**src/rtl/avr_pkg.sv**
```systemverilog
// Shared definitions for the AVR program-memory loader.
package avr_pkg;

    // Loader FSM states: frame header, data word assembly, write strobe and checksum.
    typedef enum logic [2:0] {
        LD_IDLE,
        LD_ADDR_H,
        LD_ADDR_L,
        LD_LEN,
        LD_DATA_H,
        LD_DATA_L,
        LD_WRITE,
        LD_CSUM
    } loader_state_t;

    localparam logic [1:0] LOADER_ERR_NONE    = 2'b00;
    localparam logic [1:0] LOADER_ERR_CSUM    = 2'b01;
    localparam logic [1:0] LOADER_ERR_TIMEOUT = 2'b10;

    localparam logic [7:0] LOADER_SYNC_BYTE   = 8'hA5;

endpackage

```
**src/rtl/avr_prog_loader.sv**
```systemverilog
// Program-memory loader: parses SYNC/ADDR/LEN/data/CSUM frames from a byte
// stream, writes 16-bit words into program memory and holds the CPU in reset
// until a frame with a good checksum completes.
// Optional inter-byte timeout: define AVR_LOADER_TIMEOUT_EN.
module avr_prog_loader
    import avr_pkg::*;
#(
    parameter int         PM_AW       = 16,
    parameter logic [7:0] SYNC_BYTE   = LOADER_SYNC_BYTE,
    parameter int         TIMEOUT_CYC = 100000
) (
    input  logic             CLK,
    input  logic             RST,
    input  logic [7:0]       rx_data,
    input  logic             rx_valid,
    output logic             rx_ready,
    output logic [PM_AW-1:0] pm_addr,
    output logic [15:0]      pm_wdata,
    output logic             pm_we,
    output logic             cpu_hold,
    output logic             busy,
    output logic             done,
    output logic             err,
    output logic [1:0]       err_code
);

    if (TIMEOUT_CYC < 2) begin : g_bad_timeout
        $error("avr_prog_loader: TIMEOUT_CYC must be at least 2");
    end

    loader_state_t state, state_n;

    logic             acc;
    logic             to_fire;
    logic [7:0]       addr_h;
    logic [7:0]       sum;
    logic [7:0]       sum_n;
    logic [8:0]       cnt;      // words left in the frame, 1..256
    logic [PM_AW-1:0] waddr;

    assign acc   = rx_valid & rx_ready;
    assign sum_n = sum + rx_data;

    // State register.
    always_ff @(posedge CLK or negedge RST) begin
        if (!RST) state <= LD_IDLE;
        else      state <= state_n;
    end

    // Next-state and handshake/strobe decode.
    always_comb begin
        state_n  = state;
        rx_ready = (state != LD_WRITE);
        pm_we    = (state == LD_WRITE);
        busy     = (state != LD_IDLE);
        if (to_fire) begin
            state_n = LD_IDLE;
        end else begin
            case (state)
                LD_IDLE:   if (acc && rx_data == SYNC_BYTE) state_n = LD_ADDR_H;
                LD_ADDR_H: if (acc) state_n = LD_ADDR_L;
                LD_ADDR_L: if (acc) state_n = LD_LEN;
                LD_LEN:    if (acc) state_n = LD_DATA_H;
                LD_DATA_H: if (acc) state_n = LD_DATA_L;
                LD_DATA_L: if (acc) state_n = LD_WRITE;
                LD_WRITE:  state_n = (cnt == 9'd1) ? LD_CSUM : LD_DATA_H;
                LD_CSUM:   if (acc) state_n = LD_IDLE;
                default:   state_n = LD_IDLE;
            endcase
        end
    end

    // Frame datapath: address, word assembly, running checksum and status.
    always_ff @(posedge CLK or negedge RST) begin
        if (!RST) begin
            addr_h   <= '0;
            sum      <= '0;
            cnt      <= '0;
            waddr    <= '0;
            pm_wdata <= '0;
            cpu_hold <= 1'b0;
            done     <= 1'b0;
            err      <= 1'b0;
            err_code <= LOADER_ERR_NONE;
        end else begin
            done <= 1'b0;
            err  <= 1'b0;
            if (acc) begin
                case (state)
                    LD_IDLE:   if (rx_data == SYNC_BYTE) cpu_hold <= 1'b1;
                    LD_ADDR_H: begin
                        addr_h <= rx_data;
                        sum    <= rx_data;
                    end
                    LD_ADDR_L: begin
                        waddr <= PM_AW'({addr_h, rx_data});
                        sum   <= sum_n;
                    end
                    LD_LEN: begin
                        cnt <= (rx_data == 8'h00) ? 9'd256 : {1'b0, rx_data};
                        sum <= sum_n;
                    end
                    LD_DATA_H: begin
                        pm_wdata[15:8] <= rx_data;
                        sum            <= sum_n;
                    end
                    LD_DATA_L: begin
                        pm_wdata[7:0] <= rx_data;
                        sum           <= sum_n;
                    end
                    LD_CSUM: begin
                        if (sum_n == 8'h00) begin
                            done     <= 1'b1;
                            err_code <= LOADER_ERR_NONE;
                            cpu_hold <= 1'b0;
                        end else begin
                            err      <= 1'b1;
                            err_code <= LOADER_ERR_CSUM;
                        end
                    end
                    default: ;
                endcase
            end
            // Address and word count step once per issued write.
            if (state == LD_WRITE) begin
                waddr <= waddr + PM_AW'(1);
                cnt   <= cnt - 9'd1;
            end
            if (to_fire) begin
                err      <= 1'b1;
                err_code <= LOADER_ERR_TIMEOUT;
            end
        end
    end

    assign pm_addr = waddr;

`ifdef AVR_LOADER_TIMEOUT_EN
    localparam int TO_W = $clog2(TIMEOUT_CYC + 1);

    logic [TO_W-1:0] to_cnt;
    logic            counting;

    // Frozen during the write cycle, parked at zero while idle.
    assign counting = (state != LD_IDLE) && (state != LD_WRITE);
    // An accepted byte in the same cycle always wins over the expiry.
    assign to_fire  = counting && !acc && (to_cnt == TO_W'(TIMEOUT_CYC - 1));

    // Inter-byte idle counter.
    always_ff @(posedge CLK or negedge RST) begin
        if (!RST)                          to_cnt <= '0;
        else if (acc || state == LD_IDLE)  to_cnt <= '0;
        else if (counting)                 to_cnt <= to_cnt + TO_W'(1);
    end
`else
    assign to_fire = 1'b0;
`endif

endmodule

```
**config.mk**
```make
export PLATFORM = sky130hd
export DESIGN_NAME = avr_prog_loader
export DESIGN_NICKNAME = d
export VERILOG_FILES = /design/src/rtl/avr_pkg.sv /design/src/rtl/avr_prog_loader.sv
export SDC_FILE = /design/constraint.sdc
export NUM_CORES = 1
export LEC_CHECK = 0
export CAP_MARGIN = 40
export CORE_AREA = 2 2 150 79
export CTS_CLUSTER_DIAMETER = 120
export DETAILED_ROUTE_END_ITERATION = 16
export DIE_AREA = 0 0 152 81
export MAX_ROUTING_LAYER = met4
export PLACE_DENSITY = 0.56
export SLEW_MARGIN = 10
export SYNTH_ARGS = -nofsm -noshare
export SYNTH_HDL_FRONTEND = slang
export SYNTH_SLANG_ARGS = --single-unit
```
**constraint.sdc**
```tcl
create_clock -name CLK -period 5.9 [get_ports CLK]
set_input_delay 1.18 -clock CLK [delete_from_list [all_inputs] [get_ports CLK]]
set_output_delay 1.18 -clock CLK [all_outputs]
set_load 0.02 [all_outputs]
```
==> metrics <==
RSZ-0062 raised after global routing=no; number of top-level pins=51; EDFF count, synth=0; share of cells above drive strength 1=between 10% and 20%; CP Capture Type=output port; gr usage total=18.5%; clk slew on worst S/H paths=around 0.060 ns; final non-filler cell total=589; Post-Syn Area=between 3000 and 4000 um^2; Worst setup SP type=flip-flop; Crit path arrival time=roughly 2.4 ns; clock buffer depth=2; YS warnings=0; Final Setup Violations=0; Area Overhead vs Synth=27.4%; met2 Track Usage GR=25.0%; dpl cells=around 570; vias=roughly 3200; VDD IR-drop max=around 0.25 mV; Setup CP Type=reg2out; Max Cap Viol=0; syn nets=411; H-tree depth=3; Skew-Pair Late Insertion Delay=approximately 0.34 ns; gp weighted congestion=0.867; worst r2r dst=pm_addr[7]$_DFFE_PN0P_; sequential share of the synthesized area=44.0%; final hold vios=0; buffers plus inverters on the worst setup path=3; IO buf count=~50; Hold Buf Count CTS=0; hold endpoint=pm_wdata[1]$_DFFE_PN0P_; Worst EP required=4.72 ns; met3 usage=under 10%; core area=~11000 um^2; Initial Util=32.4%; CTS tree=done; gr ovfl total=0; hold_sp=pm_wdata[1]$_DFFE_PN0P_; Die Y=slightly above 80 um; GR Layer Usage met1=~27%; commonest non-fill, non-tap cell in the layout=dfrtp_1; max-slew violations=0; number of global-route vias before repair=~3100; Top delay family on crit path=buffers and inverters; number of diodes=0; Crit Path Max Fanout=30; clock sinks=64; initial antenna violation count=0; vias per std cell=between 5 and 6; # nets final=between 400 and 500; Fmax=approximately 0.28 GHz; mean area per synthesized cell=9.36 um^2; Synth Register Bits=64; final setup TNS=0 ns; aggregate routed wire length=roughly 10 mm; # DRC=0; PD cells=between 600 and 700 nW/um^2; die width=around 150 um; clk_skew=approximately 0.0079 ns; Synth Instances=~390; Resize count post-CTS=0; critical path cell sequence=nor2b_2, nand2_1, buf_4, inv_1, clkdlybuf4s50_1; Hold Path Class=reg2reg; Worst slew margin=between 40% and 50%; Cells on Worst Hold Path=2; number of DRC markers in iteration 0=about 210; dpl hpwl=7.34 mm; Lkg Pwr=1.91 nW; worst reg2reg path depth=8; min cycle time layout=between 3 and 4 ns; Reg2Reg Setup Slack=around 3.6 ns; status=finished, final reports clean; CTS Buf Count=9; clock root buffer=clkbuf_16; most frequent cells in the layout=dfrtp_1 (64), clkdlybuf4s50_1 (48), nor2_1 (41), o21ai_0 (39), a21oi_1 (33); predominant post-synthesis flop cell=dfrtp_1; CP peak stage delay=between 0.6 and 0.7 ns; std cell rows=28; r2r startpoint=state[1]$_DFFE_PN0P_; Worst Setup SP=state[1]$_DFFE_PN0P_; first-pass GRT wire length=around 17 mm; post-CTS setup buffers=0; crit share post-route=between 60% and 70%; Distinct cells, synth=between 50 and 60; asr flop ratio synth=100%; Worst Tran Pin Value=approximately 0.86 ns; antenna-violating nets left=0; DIE AREA=12300 um^2; Power Total=between 2 and 3 mW; pin count of the biggest net entering global routing=48; grt peak-use layer=met1; slowest cell on the critical path=dfrtp_1; WL per Instance=around 17 um; Pre-antenna DRT Iters=5
## where the power goes
group / total (mW) / internal, mW / switching (mW)
logic: 1.30 / 0.590 / 0.710
registers: 0.846 / 0.643 / 0.204
clock network: 0.641 / 0.438 / 0.204
## synth_stat cells (9+ instances only)
library cell	count	area, um^2
o21ai_0	40	200
nand2_1	26	97.6
nor2_1	41	154
nor3_1	9	45.0
buf_2	11	55.1
a21oi_1	33	165
ha_1	10	125
mux2_2	23	259
dfrtp_1	64	1600
inv_1	14	52.6
## worst max path at each step
stage,cells past startpoint,slack [ns],endpoint
floorplan,8,3.02,err_code[0]$_DFFE_PN0P_
global placement,9,2.06,err_code[0]$_DFFE_PN0P_
detailed placement,9,2.01,err_code[0]$_DFFE_PN0P_
CTS,5,2.32,pm_we
global route,5,2.16,pm_we
finish,5,2.31,pm_we
## layout make-up
class,count,area [um^2]
Inverter,15,56.3
Fill cell,1119,6610
Clock inverter,4,98.8
Timing Repair Buffer,55,551
Sequential cell,64,1600
Multi-Input combinational cell,289,1890
Tap cell,150,188
Clock buffer,12,256
## through the flow
stage	setup slack, ns	cell area, um^2	util, %	hold WS, ns
global route	2.16	4640	41.2	0.529
finish	2.31	4640	41.2	0.485
CTS	2.32	4640	41.2	0.492
floorplan	3.02	3640	-	0.454
detailed placement	2.01	4280	38.1	0.478
global placement	2.06	4250	37.8	0.470
## flip-flops by register name, indices dropped and copies added (netlist names)
register,flops
addr_h,8
cnt,9
cpu_hold,1
done,1
err,1
err_code,1
pm_addr,16
pm_wdata,16
state,3
sum,8
## worst reg2reg max path: stages (launching register included)
cell,delay [ns]
dfrtp_1,0.63
nor2b_2,0.36
nand2_1,0.08
buf_4,0.26
inv_1,0.12
buf_4,0.32
nand2_1,0.10
o32ai_1,0.22
a21oi_1,0.10
## metal layers
layer | part of all wire (%) | up-vias | wire length (um)
met1 | 52 | 1550 | 5380
met3 | 7.9 | 8 | 811
met4 | 0.59 | 0 | 61
met5 | 0 | - | 0
met2 | 39 | 92 | 4050
li1 | - | 1506 | -
## cell families (layout without fill, tap and decap cells)
| group | Yosys count | after routing | synth area share [%] |
|---|---|---|---|
| AOI/OAI and AO/OA | 120 | 120 | 20.0 |
| and+or+nand+nor | 118 | 118 | 16.6 |
| xor gates and xnor gates | 9 | 9 | 2.16 |
| DFF | 64 | 64 | 44.0 |
| buffers and inverters | 36 | 86 | 4.19 |
| muxes | 30 | 30 | 9.04 |
| other | 1 | 1 | 0.103 |
| adders and majority gates | 11 | 11 | 3.99 |
Power figures use the tool's default switching activity.
